`src/rtl/ser_rx_os_if.sv`:
```
// Receive-FIFO read port of the oversampling UART receiver.
// rd_valid high means the rd_* head fields are stable; the head is consumed on a cycle with rd_en & rd_valid.
`timescale 1ns/1ps
interface ser_rx_os_if #(
   parameter int DATA_BITS = 8
);
   logic                 rd_en;
   logic                 rd_valid;
   logic [DATA_BITS-1:0] rd_data;
   logic                 rd_perr;
   logic                 rd_ferr;
   logic                 rd_break;

   modport master (
      input  rd_en,
      output rd_valid, rd_data, rd_perr, rd_ferr, rd_break
   );

   modport slave (
      output rd_en,
      input  rd_valid, rd_data, rd_perr, rd_ferr, rd_break
   );
endinterface

```
`src/rtl/ser_rx_os.sv`:
```
// Oversampling UART receiver: fractional baud ticks, 2-of-3 majority sampling, parity, stop/break
// detection and a small output FIFO carrying per-byte error flags.
`timescale 1ns/1ps
module ser_rx_os #(
   parameter int CLK_HZ     = 10000000,
   parameter int BAUD       = 57600,
   parameter int OS         = 8,
   parameter int DATA_BITS  = 8,
   parameter int PARITY     = 0,
   parameter int STOP_BITS  = 1,
   parameter int FIFO_DEPTH = 4
) (
   input  logic        clk10,
   input  logic        rst_n,
   input  logic        serial_raw,
   ser_rx_os_if.master rd,
   output logic        ovf,
   input  logic        ovf_clr,
   output logic        rx_busy,
   output logic [2:0]  dbg_state
);

   localparam int TW = $clog2(OS);
   localparam int AW = $clog2(FIFO_DEPTH);
   localparam int CW = AW + 1;
   localparam int EW = DATA_BITS + 3;
   localparam logic [31:0]   ACC_INC = 32'(BAUD * OS);
   localparam logic [31:0]   ACC_MOD = 32'(CLK_HZ);
   localparam logic [TW-1:0] T_S0    = TW'(OS/2 - 1);
   localparam logic [TW-1:0] T_S1    = TW'(OS/2);
   localparam logic [TW-1:0] T_S2    = TW'(OS/2 + 1);
   localparam logic [TW-1:0] T_END   = TW'(OS - 1);

   typedef enum logic [2:0] {
      S_IDLE, S_START, S_DATA, S_PARITY, S_STOP, S_BRK_WAIT
   } state_t;

   state_t state, state_nxt;

   logic sync1, sync2, line, line_d;
   logic [31:0] acc, acc_sum;
   logic tick, bit_end, mid_tick;
   logic [TW-1:0] tcnt;
   logic [2:0] samp;
   logic samp2_eff, bit_val;
   logic [DATA_BITS-1:0] shreg;
   logic [2:0] bcnt;
   logic par_bit, ferr_acc, last_stop;
   logic ferr_fin, perr_now, brk_now, par_calc;
   logic clr_timing, clr_tcnt, shift_en, par_load, stop_load, bcnt_clr, bcnt_inc, frame_done;
   logic push_q;
   logic [EW-1:0] push_ent;

   // Two-flop synchroniser; line_d gives the previous synchronised value for edge detection.
   always_ff @(posedge clk10 or negedge rst_n) begin
      if (!rst_n) begin
         sync1  <= 1'b1;
         sync2  <= 1'b1;
         line_d <= 1'b1;
      end else begin
         sync1  <= serial_raw;
         sync2  <= sync1;
         line_d <= sync2;
      end
   end
   assign line = sync2;

   assign acc_sum = acc + ACC_INC;
   assign tick    = (acc_sum >= ACC_MOD);

   always_ff @(posedge clk10 or negedge rst_n) begin
      if (!rst_n)          acc <= '0;
      else if (clr_timing) acc <= '0;
      else if (tick)       acc <= acc_sum - ACC_MOD;
      else                 acc <= acc_sum;
   end

   assign bit_end  = tick && (tcnt == T_END);
   assign mid_tick = tick && (tcnt == T_S1);
   // With OS=4 the third sample lands on the bit-end tick, so take it straight from the line.
   assign samp2_eff = (tcnt == T_S2) ? line : samp[2];
   assign bit_val   = (samp[0] & samp[1]) | (samp[0] & samp2_eff) | (samp[1] & samp2_eff);

   assign last_stop = (STOP_BITS == 1) || (bcnt == 3'd1);
   // The last stop bit is judged on its centre sample so the FSM can rearm before the bit ends.
   assign ferr_fin  = ferr_acc | ~line;
   assign par_calc  = (PARITY == 1) ? ~(^shreg) : (^shreg);
   assign perr_now  = (PARITY != 0) && (par_bit != par_calc);
   assign brk_now   = ferr_fin && (shreg == '0) && ((PARITY == 0) || !par_bit);

   always_ff @(posedge clk10 or negedge rst_n) begin
      if (!rst_n) state <= S_IDLE;
      else        state <= state_nxt;
   end

   always_comb begin
      state_nxt  = state;
      clr_timing = 1'b0;
      clr_tcnt   = 1'b0;
      shift_en   = 1'b0;
      par_load   = 1'b0;
      stop_load  = 1'b0;
      bcnt_clr   = 1'b0;
      bcnt_inc   = 1'b0;
      frame_done = 1'b0;
      case (state)
         S_IDLE: begin
            if (line_d && !line) begin
               state_nxt  = S_START;
               clr_timing = 1'b1;
            end
         end
         S_START: begin
            if (bit_end) begin
               bcnt_clr  = 1'b1;
               state_nxt = bit_val ? S_IDLE : S_DATA;
            end
         end
         S_DATA: begin
            if (bit_end) begin
               shift_en = 1'b1;
               if (bcnt == 3'(DATA_BITS - 1)) begin
                  bcnt_clr  = 1'b1;
                  state_nxt = (PARITY != 0) ? S_PARITY : S_STOP;
               end else begin
                  bcnt_inc = 1'b1;
               end
            end
         end
         S_PARITY: begin
            if (bit_end) begin
               par_load  = 1'b1;
               state_nxt = S_STOP;
            end
         end
         S_STOP: begin
            if (last_stop && mid_tick) begin
               frame_done = 1'b1;
               clr_tcnt   = brk_now;
               state_nxt  = brk_now ? S_BRK_WAIT : S_IDLE;
            end else if (!last_stop && bit_end) begin
               stop_load = 1'b1;
               bcnt_inc  = 1'b1;
            end
         end
         S_BRK_WAIT: begin
            // tcnt counts consecutive high ticks here; any low cycle restarts the bit time.
            if (!line)        clr_tcnt  = 1'b1;
            else if (bit_end) state_nxt = S_IDLE;
         end
         default: state_nxt = S_IDLE;
      endcase
   end

   always_ff @(posedge clk10 or negedge rst_n) begin
      if (!rst_n) begin
         tcnt     <= '0;
         samp     <= '1;
         shreg    <= '0;
         bcnt     <= '0;
         par_bit  <= 1'b0;
         ferr_acc <= 1'b0;
         push_q   <= 1'b0;
         push_ent <= '0;
      end else begin
         push_q <= frame_done;
         if (frame_done) push_ent <= {brk_now, ferr_fin, perr_now, shreg};
         if (clr_timing || clr_tcnt) tcnt <= '0;
         else if (tick)              tcnt <= (tcnt == T_END) ? '0 : tcnt + TW'(1);
         if (tick && tcnt == T_S0) samp[0] <= line;
         if (tick && tcnt == T_S1) samp[1] <= line;
         if (tick && tcnt == T_S2) samp[2] <= line;
         if (shift_en) shreg <= {bit_val, shreg[DATA_BITS-1:1]};
         if (bcnt_clr)      bcnt <= '0;
         else if (bcnt_inc) bcnt <= bcnt + 3'd1;
         if (par_load) par_bit <= bit_val;
         if (clr_timing)                 ferr_acc <= 1'b0;
         else if (stop_load && !bit_val) ferr_acc <= 1'b1;
      end
   end

   assign rx_busy   = (state != S_IDLE);
   assign dbg_state = state;

   // Output FIFO: entry = {break, ferr, perr, data}; the head is re-registered every cycle.
   logic [EW-1:0] mem [FIFO_DEPTH];
   logic [AW-1:0] wp, rp, rp_nxt;
   logic [CW-1:0] cnt, cnt_nxt;
   logic [EW-1:0] head_q, head_nxt;
   logic valid_q, full, pop, wr, drop;

   assign full    = (cnt == CW'(FIFO_DEPTH));
   assign pop     = rd.rd_en && valid_q;
   assign wr      = push_q && (!full || pop);
   assign drop    = push_q && full && !pop;
   assign rp_nxt  = pop ? rp + AW'(1) : rp;
   assign cnt_nxt = cnt + CW'(wr) - CW'(pop);

   always_comb begin
      head_nxt = '0;
      if (cnt_nxt != '0) begin
         if (wr && (wp == rp_nxt)) head_nxt = push_ent;
         else                      head_nxt = mem[rp_nxt];
      end
   end

   always_ff @(posedge clk10) begin
      if (wr) mem[wp] <= push_ent;
   end

   always_ff @(posedge clk10 or negedge rst_n) begin
      if (!rst_n) begin
         wp      <= '0;
         rp      <= '0;
         cnt     <= '0;
         head_q  <= '0;
         valid_q <= 1'b0;
         ovf     <= 1'b0;
      end else begin
         if (wr) wp <= wp + AW'(1);
         rp      <= rp_nxt;
         cnt     <= cnt_nxt;
         head_q  <= head_nxt;
         valid_q <= (cnt_nxt != '0);
         if (drop)         ovf <= 1'b1;
         else if (ovf_clr) ovf <= 1'b0;
      end
   end

   assign rd.rd_valid = valid_q;
   assign rd.rd_data  = head_q[DATA_BITS-1:0];
   assign rd.rd_perr  = head_q[DATA_BITS];
   assign rd.rd_ferr  = head_q[DATA_BITS+1];
   assign rd.rd_break = head_q[DATA_BITS+2];

endmodule
```
`src/flat_wrapper.sv`:
```
// flat-port wrapper written by rule: the top's interface ports become plain ports
module ser_rx_os_flat 
#(
   parameter int CLK_HZ     = 10000000,
   parameter int BAUD       = 57600,
   parameter int OS         = 8,
   parameter int DATA_BITS  = 8,
   parameter int PARITY     = 0,
   parameter int STOP_BITS  = 1,
   parameter int FIFO_DEPTH = 4
)
  (clk10, rst_n, serial_raw, ovf, ovf_clr, rx_busy, dbg_state, rd_rd_en, rd_rd_valid, rd_rd_data, rd_rd_perr, rd_rd_ferr, rd_rd_break);
  ser_rx_os_if #(.DATA_BITS(DATA_BITS)) rd_i ();
  input  logic clk10;
  input  logic rst_n;
  input  logic serial_raw;
  output logic ovf;
  input  logic ovf_clr;
  output logic rx_busy;
  output logic [2:0] dbg_state;
  input wire logic [$bits(rd_i.rd_en)-1:0] rd_rd_en;
  output wire logic [$bits(rd_i.rd_valid)-1:0] rd_rd_valid;
  output wire logic [$bits(rd_i.rd_data)-1:0] rd_rd_data;
  output wire logic [$bits(rd_i.rd_perr)-1:0] rd_rd_perr;
  output wire logic [$bits(rd_i.rd_ferr)-1:0] rd_rd_ferr;
  output wire logic [$bits(rd_i.rd_break)-1:0] rd_rd_break;
  assign rd_i.rd_en = rd_rd_en;
  assign rd_rd_valid = rd_i.rd_valid;
  assign rd_rd_data = rd_i.rd_data;
  assign rd_rd_perr = rd_i.rd_perr;
  assign rd_rd_ferr = rd_i.rd_ferr;
  assign rd_rd_break = rd_i.rd_break;
  ser_rx_os #(.CLK_HZ(CLK_HZ), .BAUD(BAUD), .OS(OS), .DATA_BITS(DATA_BITS), .PARITY(PARITY), .STOP_BITS(STOP_BITS), .FIFO_DEPTH(FIFO_DEPTH)) u_core (.clk10(clk10), .rst_n(rst_n), .serial_raw(serial_raw), .rd(rd_i), .ovf(ovf), .ovf_clr(ovf_clr), .rx_busy(rx_busy), .dbg_state(dbg_state));
endmodule
```
`config.mk`:
```
export PLATFORM = sky130hd
export DESIGN_NAME = ser_rx_os_flat
export DESIGN_NICKNAME = d
export VERILOG_FILES = /design/src/rtl/ser_rx_os_if.sv /design/src/rtl/ser_rx_os.sv /design/src/flat_wrapper.sv
export SDC_FILE = /design/constraint.sdc
export NUM_CORES = 1
export LEC_CHECK = 0
export CELL_PAD_IN_SITES_DETAIL_PLACEMENT = 1
export CELL_PAD_IN_SITES_GLOBAL_PLACEMENT = 2
export CORE_ASPECT_RATIO = 0.75
export CORE_MARGIN = 4
export CORE_UTILIZATION = 25
export DETAILED_ROUTE_END_ITERATION = 16
export PLACE_DENSITY = 0.62
export SLEW_MARGIN = 20
export SYNTH_ARGS = -nofsm -noshare
export SYNTH_HDL_FRONTEND = slang
export SYNTH_SLANG_ARGS = --single-unit
```
`constraint.sdc`:
```
create_clock -name clk10 -period 4.4 [get_ports clk10]
set_clock_uncertainty 0.2 [all_clocks]
set_input_delay 1.1 -clock clk10 [delete_from_list [all_inputs] [get_ports clk10]]
set_output_delay 1.1 -clock clk10 [all_outputs]
set_load 0.02 [all_outputs]
```
==> results.toml, run 1 <==
[sta]
setup_viol_count_final = 0
slew-limit-headroom_pct = 42.5
timing_hold_violations_final = 0
maxClockFrequency_ghz = 0.255
shortest_period_the_worst_path_allows_ps = 3920
worst_pin_slew_ps = 862
totalNegativeSetupSlack_ps = 0
finalCritPeriodShare_pct = 89.0
unrepaired_setup_endpoints_after_global_routing = "false"
timing_max_transition_violations_final = 0
whs_ps = 156
fin_ws_ps = 483

[synth]
synth_ff_type = "sky130_fd_sc_hd__dfrtp_1"
synthDominantAreaCellType = "sky130_fd_sc_hd__dfrtp_1"
largest_family_of_logic_cells_by_synthesized_area = "simple AND/OR/NAND/NOR gates"
syn_area_per_cell_um2 = 11.5
synthesis.yosys.warnings = 0
post_synth_instance_area_mm2 = 0.00624
synthArstFlopShare_pct = 66.1
yosysUniqueCellTypes = 79
post_synth_most_frequent_cells = "sky130_fd_sc_hd__dfrtp_1, sky130_fd_sc_hd__nor2_1, sky130_fd_sc_hd__edfxtp_1"
synth_xor_xnor_area_share_pct = 5.47
muxShareOfSynthArea_pct = 9.62
edff_count_synth = 40
post-synth-top-area-fraction_pct = 28.9
postSynthRegisterBits = 118
yosys.area_share.adder_pct = 3.89
yosysSeqAreaShare_pct = 50.6
synth.most_common_cell = "sky130_fd_sc_hd__dfrtp_1"
synth_compound_area_share_pct = 12.5
synthCells = 545
ys_top_cells_by_area = "sky130_fd_sc_hd__dfrtp_1, sky130_fd_sc_hd__edfxtp_1, sky130_fd_sc_hd__xnor2_1"
post_synth_and_or_nand_nor_area_fraction_pct = 13.6
synthesis.nets = 568

[place]
detailedPlacementHpwl_um = 10900
placedCellCount = 881
finalWeightedCongestion = 0.812
pre_cts_setup_slack_ps = 576
port-buffer-count = 20

[setup_path]
cp_data_required_time_ps = 4510
slowest_delay_ps = 520
worst_setup_path_start_kind = "flip-flop"
cpLargestDelayFamily = "simple AND/OR/NAND/NOR gates"
cp.buffers_inverters = 0
timing.setup.critical_path_class = "flip-flop to flip-flop"
highest_delay_cell_along_the_critical_path = "sky130_fd_sc_hd__dfrtp_1"
cp_data_arrival_time_ps = 4030
ordered_list_of_cells_on_the_worst_path = "ha_1 > nand4_2 > a21oi_1 > xnor2_1 > nor3_2 > a311o_2 > nor2_4 > or3_1 > mux2_2"
worstPathMaxFanout = 15
crit_path_end_kind = "flip-flop"

[die]
die_area_mm2 = 0.0276
core_area_mm2 = 0.0243
num_rows = 49
die_x_um = 190
start_util_pct = 25.7
chip_height_um = 145
boundary_pins = 22

[routing]
avgViaCountPerCell = 4.67
drt-total-wl_um = 15900
wire_per_inst_um = 17.4
num_vias = 4261
drtIter0Drc = 324
ant_nets = 0
drt-pass1-iter-count = 4
drt_drc_violations_left = 0

[clock_tree]
clk_pin_slew_worst_paths_ps = 60
max-clock-path-buffers = 2
numCtsBuffers = 17
post_cts_repair_setup_buffers = 0
cts_sinks = 118
tritoncts_clock_tree = "yes"
clock_tree.htree_level_count = 4
cts.repair.resized = 0
cts.hold.buffers_added = 0
clkLatencyLatePin_ps = 430
clockRootBuffer = "sky130_fd_sc_hd__clkbuf_16"

[cells_and_area]
ratio_of_cells_with_drive_above_1_in_the_final_layout_pct = 17.9
num-fill-cells = 2750
instances_no_fill = 913
areaGrowthSynthToFinish_pct = 18.2
layout.nets = 592
seq_area_mm2 = 0.00316
multi_input_area_mm2 = 0.00282
antennaDiodeCount = 0

[global_routing]
grt_total_usage_pct = 12.2
global_route_wire_length_before_repair_um = 26100
grt_start_max_net_pins = 63
overflow = 0
grt_antenna_before_repair = 0
grt_pass1_vias = 4565

[status]
result_of_the_run = "finished clean"

[flow_run]
cap_violations = 0

[power]
power_per_cell_area_mw_per_mm2 = 751
max-vdd-ir-drop_v = 0.000348
leak_nw = 2.98

[worst_hold_path]
worstHoldPathType = "flip-flop to flip-flop"
## flip-flops by register name, indices dropped and copies added, names as in the netlist, 3 cells and up
signal	cells
u_core.shreg	8
u_core.bcnt	3
u_core.acc	25
u_core.dbg_state	3
u_core.head_q	10
u_core.cnt	3
u_core.tcnt	3
u_core.samp	3
u_core.mem	40
u_core.push_ent	10
## through the flow
step | instance area [um^2] | utilization [%] | power [W]
after floorplan | 6240 | - | 0.00350
after global placement | 6800 | 28.0 | 0.00412
after detailed placement | 6800 | 28.0 | 0.00419
after CTS | 7380 | 30.4 | 0.00563
after global routing | 7380 | 30.4 | 0.00597
final | 7380 | 30.4 | 0.00554
## worst reg2reg max path, stage by stage (launching register included)
cell	delay [ps]
sky130_fd_sc_hd__dfrtp_1	520
sky130_fd_sc_hd__ha_1	510
sky130_fd_sc_hd__nand4_2	270
sky130_fd_sc_hd__a21oi_1	320
sky130_fd_sc_hd__xnor2_1	190
sky130_fd_sc_hd__nor3_2	410
sky130_fd_sc_hd__a311o_2	490
sky130_fd_sc_hd__nor2_4	150
sky130_fd_sc_hd__or3_1	450
sky130_fd_sc_hd__mux2_2	280
## cell type report
type / instances / area share [%]
clock buffers: 18 / 5.95
clock inverters: 14 / 1.92
inverters: 28 / 1.42
multi-input cells: 371 / 38.2
flip-flops and latches: 118 / 42.8
well taps: 331 / 5.61
repair buffers: 33 / 4.00
## worst paths after layout
path	startpoint	to	slack [ps]	cells past startpoint
max	u_core.acc[11]$_DFF_PN0_	u_core.bcnt[0]$_DFFE_PN0P_	480	9
min	u_core.sync1$_DFF_PN1_	u_core.line$_DFF_PN1_	160	0
max reg2reg	u_core.acc[11]$_DFF_PN0_	u_core.bcnt[0]$_DFFE_PN0P_	480	9
min reg2reg	u_core.sync1$_DFF_PN1_	u_core.line$_DFF_PN1_	160	0
max in group asynchronous	rst_n	u_core.head_q[6]$_DFF_PN0_	2650	2
min in group asynchronous	rst_n	u_core.acc[18]$_DFF_PN0_	590	1
## report_power, final
part / internal (W) / switching, W / leakage [nW]
sequential: 0.00142 / 0.000349 / 1.36
clock: 0.000808 / 0.000578 / 0.278
combinational: 0.00104 / 0.00134 / 1.34
total: 0.00327 / 0.00227 / 2.98
## logic make-up (layout without fill, tap and decap cells)
kind of cell             count (synthesis)  count (layout)
AO/OA/AOI/OAI                          107             107
XOR/XNOR                                39              39
adder cells (fa/ha/maj)                 19              19
buffers and inverters                   56              93
flip-flops                             118             118
multiplexers                            42              42
other                                    1               1
AND/OR/NAND/NOR                        163             163
## per-layer routing
metal / wire length, um / vias to the layer above / global-route usage [%]
li1: - / 2034 / -
met1: 8110 / 2160 / 17.6
met2: 7010 / 53 / 18.2
met3: 593 / 14 / 3.19
met4: 142 / 0 / 3.59
met5: 0 / - / 0
## cell usage in the layout (no fill, tap or decap), types with 11 or more instances in the layout
cell,Yosys,routed
sky130_fd_sc_hd__nand3_1,11,11
sky130_fd_sc_hd__inv_1,28,28
sky130_fd_sc_hd__clkbuf_16,0,17
sky130_fd_sc_hd__nor2_1,51,51
sky130_fd_sc_hd__ha_1,17,17
sky130_fd_sc_hd__buf_4,8,14
sky130_fd_sc_hd__nor3_1,13,13
sky130_fd_sc_hd__mux2i_1,12,12
sky130_fd_sc_hd__clkdlybuf4s50_1,0,19
sky130_fd_sc_hd__edfxtp_1,40,40
sky130_fd_sc_hd__a21oi_1,24,24
sky130_fd_sc_hd__dfrtp_1,72,72
sky130_fd_sc_hd__o21ai_0,16,16
sky130_fd_sc_hd__nand2_1,39,39
sky130_fd_sc_hd__xnor2_1,30,30
Power figures use the tool's default switching activity.
==> run 2, diff against run 1 <==
==> constraint.sdc (replaced) <==
create_clock -name clk10 -period 3.8 [get_ports clk10]
set_clock_uncertainty 0.2 [all_clocks]
set_input_delay 0.95 -clock clk10 [delete_from_list [all_inputs] [get_ports clk10]]
set_output_delay 0.95 -clock clk10 [all_outputs]
set_load 0.02 [all_outputs]
==> run 2 against run 1 <==
- via count grew 1.9%
- first-iteration DRC count shrank 23%
- highest routed layer unchanged
- cell area grew 1.8%
- sequential power grew 14%
- critical endpoint is now u_core.acc[14]$_DFF_PN0_
- global-route usage shrank 0.19 points
- combinational power grew 20%
- core utilization grew 0.55 points
- sequential cell count is the same
- hold slack gained 0.66 ps
- non-clock buffer count grew 11
- clock power grew 19%
- wire length shrank 0.31%
==> results.toml, run 2 (same netlist as run 1, synthesis figures left out) <==
[sta]
maxClockFrequency_ghz = 0.280
totalNegativeSetupSlack_ps = 0
timing_max_transition_violations_final = 0
setup_viol_count_final = 0
shortest_period_the_worst_path_allows_ps = 3570
finalCritPeriodShare_pct = 93.9
timing_hold_violations_final = 0
worst_pin_slew_ps = 697
slew-limit-headroom_pct = 53.4
unrepaired_setup_endpoints_after_global_routing = "false"
whs_ps = 157

[die]
num_rows = 49
chip_height_um = 145
die_area_mm2 = 0.0276
boundary_pins = 22
core_area_mm2 = 0.0243
start_util_pct = 25.7
die_x_um = 190

[status]
result_of_the_run = "finished clean"

[setup_path]
worstPathMaxFanout = 11
worst_setup_path_start_kind = "flip-flop"
cp.buffers_inverters = 2
worst_r2r_startpoint = "u_core.acc[11]$_DFF_PN0_"
slowest_delay_ps = 640
cpLargestDelayFamily = "compound AO/OA/AOI/OAI gates"
timing.setup.critical_path_class = "flip-flop to flip-flop"
cp_data_arrival_time_ps = 3670
ordered_list_of_cells_on_the_worst_path = "ha_1 > nand4_2 > buf_4 > a21oi_1 > o21ai_0 > nand2_1 > a311oi_2 > buf_12 > a2111oi_0 > o31ai_1 > nor3b_2"
crit_path_end_kind = "flip-flop"
worst-r2r-setup-slack_ps = 230
worst_r2r_endpoint = "u_core.acc[14]$_DFF_PN0_"
highest_delay_cell_along_the_critical_path = "sky130_fd_sc_hd__a2111oi_0"
cp_data_required_time_ps = 3900
timing.reg2reg.worst_path_depth = 11

[global_routing]
grt_pass1_vias = 4588
overflow = 0
global_route_wire_length_before_repair_um = 25800
grt_total_usage_pct = 12.0
grt_start_max_net_pins = 41
grt_antenna_before_repair = 0

[routing]
drt-pass1-iter-count = 4
ant_nets = 0
drt-total-wl_um = 15800
wire_per_inst_um = 17.1
drt_drc_violations_left = 0
drtIter0Drc = 249
num_vias = 4341
avgViaCountPerCell = 4.70

[cells_and_area]
instances_no_fill = 924
ratio_of_cells_with_drive_above_1_in_the_final_layout_pct = 19.4
final_cell_area_mm2 = 0.00751
biggestRegsByFlops = "u_core.mem x40, u_core.acc x25"
areaGrowthSynthToFinish_pct = 20.3
largest_register = "u_core.mem"
layout.cells.most_common_list = "sky130_fd_sc_hd__dfrtp_1, sky130_fd_sc_hd__nor2_1, sky130_fd_sc_hd__edfxtp_1, sky130_fd_sc_hd__nand2_1, sky130_fd_sc_hd__xnor2_1"
layout.nets = 603
layout_commonest_cell = "sky130_fd_sc_hd__dfrtp_1"
num-fill-cells = 2715
antennaDiodeCount = 0
largest_reg_flops = 40

[worst_hold_path]
worstHoldPathType = "flip-flop to flip-flop"
hold_path.startpoint = "u_core.sync1$_DFF_PN1_"
timing.hold.worst_endpoint = "u_core.line$_DFF_PN1_"
timing.hold.worst_path_depth = 0

[clock_tree]
max-clock-path-buffers = 2
clock_tree.htree_level_count = 4
cts_sinks = 118
clockRootBuffer = "sky130_fd_sc_hd__clkbuf_16"
clkLatencyLatePin_ps = 430
numCtsBuffers = 17
cts.repair.resized = 0
tritoncts_clock_tree = "yes"
clk_pin_slew_worst_paths_ps = 60
cts.hold.buffers_added = 0
post_cts_repair_setup_buffers = 0

[power]
power_per_cell_area_mw_per_mm2 = 872
leak_nw = 3.05
max-vdd-ir-drop_v = 0.000334

[place]
port-buffer-count = 20
finalWeightedCongestion = 0.769
detailedPlacementHpwl_um = 10900
postPlaceCellArea_mm2 = 0.00692
placedCellCount = 892

[flow_run]
cap_violations = 0
==> run 2: where the power goes <==
part	total, W	internal (W)	switching (W)
Combinational	0.00287	0.00129	0.00159
Clock	0.00166	0.000983	0.000673
Sequential	0.00202	0.00164	0.000379
==> run 2: how the worst max path moves through the flow <==
stage                                         from                    endpoint  slack (ps)  depth (start not counted)
after CTS                 u_core.acc[11]$_DFF_PN0_    u_core.acc[14]$_DFF_PN0_         250                         11
after floorplan                           rd_rd_en  u_core.head_q[0]$_DFF_PN0_         540                         10
after detailed placement                  rd_rd_en  u_core.head_q[2]$_DFF_PN0_         290                         13
after global placement                    rd_rd_en  u_core.head_q[9]$_DFF_PN0_         340                         13
after global routing      u_core.acc[11]$_DFF_PN0_    u_core.acc[14]$_DFF_PN0_          20                         10
final                     u_core.acc[11]$_DFF_PN0_    u_core.acc[14]$_DFF_PN0_         230                         11
==> run 2: layout make-up <==
type / instances / area, um^2 / area share (%)
multi-input combinational: 371 / 2820 / 37.6
sequential: 118 / 3160 / 42.1
clock inverter: 15 / 169 / 2.25
clock buffer: 17 / 425 / 5.66
inverter: 28 / 105 / 1.40
tap: 331 / 414 / 5.51
timing repair buffer: 44 / 415 / 5.53
==> run 2: stage by stage <==
stage                     total power (W)  worst slack [ps]  util (%)
final                             0.00655               233      30.9
after global routing              0.00704              20.5      30.9
after CTS                         0.00663               253      30.9
after detailed placement          0.00492               290      28.5
after global placement            0.00486               344      28.5
after floorplan                   0.00405               543         -
==> run 2: per-layer routing <==
layer	global-route usage (%)	vias to the layer above	wire [um]
li1	-	2045	-
met1	17.2	2211	8060
met2	18.1	72	6920
met3	3.05	13	666
met4	3.40	0	157
met5	0	-	0
==> run 3, diff against run 2 <==
--- a/config.mk
+++ b/config.mk
@@ -10,8 +10,9 @@
 export CORE_ASPECT_RATIO = 0.75
 export CORE_MARGIN = 4
 export CORE_UTILIZATION = 25
+export CTS_CLUSTER_DIAMETER = 100
 export DETAILED_ROUTE_END_ITERATION = 16
-export PLACE_DENSITY = 0.62
+export PLACE_DENSITY_LB_ADDON = 0.1
 export SLEW_MARGIN = 20
 export SYNTH_ARGS = -nofsm -noshare
 export SYNTH_HDL_FRONTEND = slang
==> run 3 against run 2 <==
- hold slack worse by 1.5 ps
- die area did not move
- critical endpoint is now u_core.shreg[5]$_DFFE_PN0P_
- cell area is 1.2% higher
- largest cell class unchanged
- power is 0.28% lower
==> results.toml, run 3 (same netlist as run 1, synthesis figures left out) <==
[routing]
ant_nets = 0
drt-pass1-iter-count = 4
drt_drc_violations_left = 0
drtIter0Drc = 221
num_vias = 4423
drt-total-wl_um = 17200
wire_per_inst_um = 18.2
avgViaCountPerCell = 4.68

[global_routing]
grt_start_max_net_pins = 32
grt_pass1_vias = 4810
overflow = 0
global_route_wire_length_before_repair_um = 28000
grt_total_usage_pct = 13.2
grt_antenna_before_repair = 0

[sta]
timing_max_transition_violations_final = 0
slew-limit-headroom_pct = 55.7
setup_viol_count_final = 0
shortest_period_the_worst_path_allows_ps = 3460
finalCritPeriodShare_pct = 90.9
timing_hold_violations_final = 0
worst_pin_slew_ps = 662
unrepaired_setup_endpoints_after_global_routing = "false"
maxClockFrequency_ghz = 0.289
totalNegativeSetupSlack_ps = 0

[cells_and_area]
layout.nets = 626
layout_commonest_cell = "sky130_fd_sc_hd__dfrtp_1"
largest_reg_flops = 40
ratio_of_cells_with_drive_above_1_in_the_final_layout_pct = 21.5
areaGrowthSynthToFinish_pct = 21.8
biggestRegsByFlops = "u_core.mem x40, u_core.acc x25"
antennaDiodeCount = 0
layout.cells.most_common_list = "sky130_fd_sc_hd__dfrtp_1, sky130_fd_sc_hd__nor2_1, sky130_fd_sc_hd__buf_4, sky130_fd_sc_hd__edfxtp_1, sky130_fd_sc_hd__nand2_1"
num-fill-cells = 2704
instances_no_fill = 946
largest_register = "u_core.mem"

[clock_tree]
cts_sinks = 118
clk_pin_slew_worst_paths_ps = 50
tritoncts_clock_tree = "yes"
post_cts_repair_setup_buffers = 0
numCtsBuffers = 17
clock_tree.htree_level_count = 4
clockRootBuffer = "sky130_fd_sc_hd__clkbuf_16"
cts.hold.buffers_added = 0
cts.repair.resized = 0
max-clock-path-buffers = 2
clkLatencyLatePin_ps = 410

[die]
chip_height_um = 145
die_x_um = 190
start_util_pct = 25.7
die_area_mm2 = 0.0276
core_area_mm2 = 0.0243
num_rows = 49
boundary_pins = 22

[setup_path]
timing.reg2reg.worst_path_depth = 11
worstPathMaxFanout = 11
crit_path_end_kind = "flip-flop"
cp_launch_point = "u_core.acc[12]$_DFF_PN0_"
critPathCapture = "u_core.shreg[5]$_DFFE_PN0P_"
cp_data_required_time_ps = 3900
timing.setup.critical_path_class = "flip-flop to flip-flop"
worst-r2r-setup-slack_ps = 340
worst_r2r_endpoint = "u_core.shreg[5]$_DFFE_PN0P_"
cp_data_arrival_time_ps = 3550
worst_setup_path_start_kind = "flip-flop"
worst_r2r_startpoint = "u_core.acc[12]$_DFF_PN0_"

[place]
port-buffer-count = 20
detailedPlacementHpwl_um = 12600
finalWeightedCongestion = 0.766
placedCellCount = 915

[flow_run]
cap_violations = 0

[power]
power_per_cell_area_mw_per_mm2 = 859
leak_nw = 3.13
max-vdd-ir-drop_v = 0.000335

[worst_hold_path]
worstHoldPathType = "flip-flop to flip-flop"

[status]
result_of_the_run = "finished clean"
## run 3: cell types whose count changed in the layout (fill, tap and decap cells not counted), moves of 2 or more
cell | previous run | this run
sky130_fd_sc_hd__inv_8 | 2 | 0
sky130_fd_sc_hd__buf_4 | 22 | 46
sky130_fd_sc_hd__clkbuf_1 | 0 | 4
sky130_fd_sc_hd__clkinv_2 | 2 | 4
sky130_fd_sc_hd__inv_6 | 5 | 0
## run 3: area by class of cell
cell class | instances | area, um^2 | area share (%)
clock buffers | 21 | 440 | 5.79
clock inverters | 10 | 85.1 | 1.12
inverters | 28 | 105 | 1.38
multi-input cells | 371 | 2820 | 37.1
flip-flops and latches | 118 | 3160 | 41.6
well taps | 331 | 414 | 5.45
repair buffers | 67 | 576 | 7.57
## run 3: report_power, final
part | leakage, nW | total, W | internal (W) | switching [W]
Sequential | 1.36 | 0.00198 | 0.00164 | 0.000332
Clock | 0.250 | 0.00146 | 0.000887 | 0.000575
Combinational | 1.52 | 0.00310 | 0.00137 | 0.00173
Total | 3.13 | 0.00653 | 0.00390 | 0.00263
## run 3: worst min path at each step
| stage | from | endpoint | slack, ps | cells after the start |
|---|---|---|---|---|
| finish | u_core.sync1$_DFF_PN1_ | u_core.line$_DFF_PN1_ | 160 | 0 |
| global route | u_core.sync1$_DFF_PN1_ | u_core.line$_DFF_PN1_ | 160 | 0 |
| CTS | u_core.sync1$_DFF_PN1_ | u_core.line$_DFF_PN1_ | 160 | 0 |
| detailed placement | u_core.sync1$_DFF_PN1_ | u_core.line$_DFF_PN1_ | 150 | 0 |
| global placement | u_core.sync1$_DFF_PN1_ | u_core.line$_DFF_PN1_ | 150 | 0 |
| floorplan | u_core.sync1$_DFF_PN1_ | u_core.line$_DFF_PN1_ | 150 | 0 |
## run 3: metrics by stage
stage / hold WS [ps] / instance area [um^2] / total power [W] / setup WS, ps / util [%]
4_1_cts: 155 / 7600 / 0.00664 / 313 / 31.3
5_1_grt: 162 / 7600 / 0.00704 / 112 / 31.3
2_1_floorplan: 145 / 6240 / 0.00405 / 543 / -
3_5_place_dp: 147 / 7080 / 0.00511 / 295 / 29.1
6_report: 155 / 7600 / 0.00653 / 344 / 31.3
3_3_place_gp: 146 / 7080 / 0.00509 / 364 / 29.1
## run 3: layer usage
| metal | global-route usage (%) | part of all wire [%] | vias up |
|---|---|---|---|
| met4 | 4.04 | 0.99 | 0 |
| met3 | 2.85 | 2.4 | 10 |
| met5 | 0 | 0 | - |
| li1 | - | - | 2090 |
| met2 | 19.0 | 41 | 55 |
| met1 | 20.0 | 56 | 2268 |
## run 3: critical path, cell delays in order (launching register included)
cell and delay, ps:
sky130_fd_sc_hd__dfrtp_1 430, sky130_fd_sc_hd__ha_1 260, sky130_fd_sc_hd__and4_1 300, sky130_fd_sc_hd__buf_4 160, sky130_fd_sc_hd__a21oi_1 250, sky130_fd_sc_hd__o32ai_1 160
sky130_fd_sc_hd__nor3_2 360, sky130_fd_sc_hd__a311oi_2 80, sky130_fd_sc_hd__buf_4 210, sky130_fd_sc_hd__a2111o_1 460, sky130_fd_sc_hd__buf_12 170, sky130_fd_sc_hd__mux2_4 290
==> RTL change 1, RTL diff (flow settings as in run 1) <==
`FIFO_DEPTH` is set to 4 in 2 places; all go to 2.
--- a/src/rtl/ser_rx_os.sv
+++ b/src/rtl/ser_rx_os.sv
@@ -9,5 +9,5 @@
    parameter int PARITY     = 0,
    parameter int STOP_BITS  = 1,
-   parameter int FIFO_DEPTH = 4
+   parameter int FIFO_DEPTH = 2
 ) (
    input  logic        clk10,
--- a/src/flat_wrapper.sv
+++ b/src/flat_wrapper.sv
@@ -8,5 +8,5 @@
    parameter int PARITY     = 0,
    parameter int STOP_BITS  = 1,
-   parameter int FIFO_DEPTH = 4
+   parameter int FIFO_DEPTH = 2
 )
   (clk10, rst_n, serial_raw, ovf, ovf_clr, rx_busy, dbg_state, rd_rd_en, rd_rd_valid, rd_rd_data, rd_rd_perr, rd_rd_ferr, rd_rd_break);
Function: same outputs for any inputs over 10 cycles, from zero or initial values and one cycle with rst_n low; that may be too few to reach the edited logic, so the function may still have changed.
==> RTL change 1 against run 1 <==
- design area fell by 22%
- setup slack better by 180 ps
- wire length fell by 27%
- total power fell by 27%
- count of clock-buffer cells in the layout fell by 9
- sequential cell count is 23 lower
- area after synthesis decreased by 20%
- highest routed layer unchanged
==> RTL change 1: results (changes against run 1) <==
Layout
  – Largest registers: u_core.acc (25), u_core.mem (20)
  – Share of cells above drive strength 1: 12.4% (-5.5 points)
  – Nets: 505 (-15%)

Placed design
  – Global placement routability congestion: 0.773 (-4.7%)
  – DP Wirelength: 8.03 mm (-27%)
  – Dpl cells: 729 (-17%)

STA
  – Worst Tran Pin Value: 720 ps (-142 ps)

Yosys
  – Library cells used by synthesis: 68 (-14%)
  – Sequential cell area fraction in the yosys report: 49.7% (-0.97 points)
  – Top post-synthesis cells by area: dfrtp_1 35%, edfxtp_1 12%, nor2_1 3.8%
  – Post-synth EDFFs: 20 (-50%)
  – Synth top cells by count: 69 x dfrtp_1, 51 x nor2_1, 26 x nand2_1
  – Ys async rst share: 78.9% (+13 points)
  – Avg Inst Size Synth: 10.6 um^2 (-7.0%)

Critical path
  – Critical path's largest stage delay: 470 ps (-50 ps)
  – CP max FO: 25 (+10)

Global route
  – Pin count of the biggest net entering global routing: 76 (+21%)
  – Vias in the first global route: 3687 (-19%)
  – Tot GR Track Use: 11.1% (-1.1 points)

Drt
  – Vias: 3519 (-17%)
  – Routed length per instance: 15.5 um (-11%)

CTS
  – CTS Buf Count: 9 (-8)
  – H-tree Lvls: 3 (-1)
  – Worst-skew pair later-pin latency: 340 ps (-90 ps)

Power and ir drop
  – Leakage: 2.37 nW (-20%)
  – VDD IR max: 0.000233 V (-33%)
  – Switching part of the total: 42.1% (+1.1 points)

Run status
  – Status: finished clean
## RTL change 1: power groups by stage
stage	clock network (mW)	logic [mW]	registers [mW]
after global routing	0.844	2.07	1.52
after detailed placement	0	1.84	1.49
after global placement	0	1.82	1.48
final	0.766	1.83	1.47
after floorplan	0	1.44	1.39
after CTS	0.807	1.86	1.47
## RTL change 1: layout make-up
class	instances	area, um^2
Timing Repair Buffer	27	254
Fill cell	2208	13700
Clock inverter	7	63.8
Multi-Input combinational cell	335	2350
Clock buffer	9	225
Sequential cell	95	2480
Tap cell	253	317
Inverter	19	71.3
## RTL change 1: routing by layer
metal  up-vias  part of all wire [%]  track usage [%]
li1       1723                     -                -
met5         -                     0                0
met4         0                  0.98             2.52
met1      1761                    53             16.1
met2        28                    44             16.7
met3         7                   2.1             2.89
## RTL change 1: cell families after synthesis
family / count (synthesis) / synth area share [%]
flip-flops: 95 / 49.7
buffers and inverters: 40 / 3.42
other: 1 / 0.0749
multiplexers: 33 / 7.70
XOR/XNOR: 37 / 6.47
AO/OA/AOI/OAI: 89 / 12.5
AND/OR/NAND/NOR: 161 / 16.8
adder cells (fa/ha/maj): 14 / 3.45
## RTL change 1: per-stage QoR
step	instance area [um^2]	setup slack, ps
2_1_floorplan	5000	1410
3_3_place_gp	5470	755
3_5_place_dp	5470	639
4_1_cts	5760	613
5_1_grt	5760	336
6_report	5760	663
## RTL change 1: worst max-delay path: cells and delay by family, from the launching register on
| family | cells | cell delay (ps) |
|---|---|---|
| compound gates | 3 | 790 |
| fa+ha+maj | 1 | 290 |
| flops | 1 | 470 |
| mux | 1 | 340 |
| simple gates | 5 | 1530 |
## RTL change 1: final timing paths
kind / cells past startpoint / slack (ps) / to / startpoint
max in group asynchronous: 1 / 2920 / u_core.acc[18]$_DFF_PN0_ / rst_n
min in group asynchronous: 1 / 600 / u_core.ovf$_DFFE_PN0P_ / rst_n
hold reg to reg: 0 / 160 / u_core.line$_DFF_PN1_ / u_core.sync1$_DFF_PN1_
hold / removal: 0 / 160 / u_core.line$_DFF_PN1_ / u_core.sync1$_DFF_PN1_
setup reg to reg: 10 / 660 / u_core.shreg[7]$_DFFE_PN0P_ / u_core.acc[11]$_DFF_PN0_
setup / recovery: 10 / 660 / u_core.shreg[7]$_DFFE_PN0P_ / u_core.acc[11]$_DFF_PN0_
==> RTL change 2, RTL diff (config.mk and constraints of run 1) <==
Made on the original files. Make the reset (`rst_n`) synchronous in 5 clocked blocks.
--- a/src/rtl/ser_rx_os.sv
+++ b/src/rtl/ser_rx_os.sv
@@ -53,5 +53,5 @@
 
    // Two-flop synchroniser; line_d gives the previous synchronised value for edge detection.
-   always_ff @(posedge clk10 or negedge rst_n) begin
+   always_ff @(posedge clk10) begin
       if (!rst_n) begin
          sync1  <= 1'b1;
@@ -69,5 +69,5 @@
    assign tick    = (acc_sum >= ACC_MOD);
 
-   always_ff @(posedge clk10 or negedge rst_n) begin
+   always_ff @(posedge clk10) begin
       if (!rst_n)          acc <= '0;
       else if (clr_timing) acc <= '0;
@@ -89,5 +89,5 @@
    assign brk_now   = ferr_fin && (shreg == '0) && ((PARITY == 0) || !par_bit);
 
-   always_ff @(posedge clk10 or negedge rst_n) begin
+   always_ff @(posedge clk10) begin
       if (!rst_n) state <= S_IDLE;
       else        state <= state_nxt;
@@ -153,5 +153,5 @@
    end
 
-   always_ff @(posedge clk10 or negedge rst_n) begin
+   always_ff @(posedge clk10) begin
       if (!rst_n) begin
          tcnt     <= '0;
@@ -209,5 +209,5 @@
    end
 
-   always_ff @(posedge clk10 or negedge rst_n) begin
+   always_ff @(posedge clk10) begin
       if (!rst_n) begin
          wp      <= '0;
Check against the original RTL: differs if rst_n is asserted again (counterexample within 4 cycles, from zero or initial values and one cycle with rst_n low); with rst_n held inactive, the same outputs for 10 cycles.
==> RTL change 2 against run 1 <==
- cell count is the same
- design area shrank 4.3%
- setup slack gained 140 ps
- critical path depth grew 3
- first-iteration DRC count shrank 15%
- area after synthesis shrank 4.4%
- sequential cell count is the same
- highest routed layer unchanged
- die area shrank 4.2%
- hold slack gained 58 ps
- wire length shrank 6.0%
Power is not compared: it rests on default switching activity, and its combinational part moved more than twofold at a synthesized area within 25%.
==> RTL change 2: results (changes against run 1) <==
Run status
  – Status: finished clean

Drt
  – Avg Vias per Cell: 4.73 (+1.4%)
  – 1st-iter DRT viols: 275 (-15%)
  – Detailed route wirelength on metal2: 6.75 mm (-3.6%)
  – Vias: 4320 (+1.4%)
  – Routed length per instance: 16.3 um (-6.0%)

Critical path
  – CP max FO: 14 (-1)
  – FF-to-FF Start: u_core.acc[11]$_SDFF_PP0_
  – Slowest-stage cell, CP: dfxtp_1
  – WP data arrival: 3880 ps (-150 ps)
  – Worst path top cell family by delay: compound AO/OA/AOI/OAI gates
  – Path depth of the worst reg2reg path: 12 (+3)
  – R2R setup slack: 620 ps (+140 ps)
  – Critical path's largest stage delay: 560 ps (+40 ps)
  – Reg-to-reg endpoint: u_core.acc[17]$_SDFF_PP0_

Layout
  – Nets: 624 (+5.4%)
  – Fill cells: 2569 (-6.6%)
  – Share of cells above drive strength 1: 12.4% (-5.5 points)

Die
  – Rows: 48 (-2.0%)

Yosys
  – Adder-cell share of the synthesized area: 4.11% (+0.22 points)
  – Ys async rst share: 0% (-66 points)
  – Synth Flop Type: dfxtp_1
  – Mapped Nets: 603 (+6.2%)
  – Library cells used by synthesis: 70 (-11%)
  – Post-synthesis mux area share: 9.35% (-0.27 points)
  – Top post-synthesis cells by area: dfxtp_1 26%, edfxtp_1 20%, mux2i_1 5.2%
  – Avg Inst Size Synth: 10.3 um^2 (-10%)

STA
  – Relative slew slack: 55.0% (+12 points)
  – Fmax achieved: 265 MHz (+3.6%)

Global route
  – Pin count of the biggest net entering global routing: 40 (-37%)
  – Tot GR Track Use: 11.7% (-0.50 points)
  – Vias in the first global route: 4613 (+1.1%)
  – First-pass GRT wire length: 24.8 mm (-5.2%)

Placed design
  – Post-Place Setup Slack: 668 ps (+91.3 ps)
  – DP Wirelength: 10.7 mm (-2.1%)
  – DP Area: 0.00648 mm^2 (-4.7%)

Power and ir drop
  – Pwr Total: approximately 3.7 mW
## RTL change 2: worst min-delay path by stage
stage,start,endpoint,slack (ps),cells past startpoint
after floorplan,u_core.sync1$_SDFF_PN1_,u_core.line$_SDFF_PN1_,190,1
after global placement,u_core.sync1$_SDFF_PN1_,u_core.line$_SDFF_PN1_,190,1
after detailed placement,u_core.sync1$_SDFF_PN1_,u_core.line$_SDFF_PN1_,200,1
after CTS,u_core.sync1$_SDFF_PN1_,u_core.line$_SDFF_PN1_,220,1
after global routing,u_core.sync1$_SDFF_PN1_,u_core.line$_SDFF_PN1_,230,1
final,u_core.sync1$_SDFF_PN1_,u_core.line$_SDFF_PN1_,210,1
## RTL change 2: area by class of cell
class / count / area share [%]
clock inverter: 15 / 2.15
sequential: 118 / 39.1
multi-input combinational: 406 / 41.9
timing repair buffer: 33 / 4.22
clock buffer: 17 / 6.03
inverter: 24 / 1.28
tap: 300 / 5.32
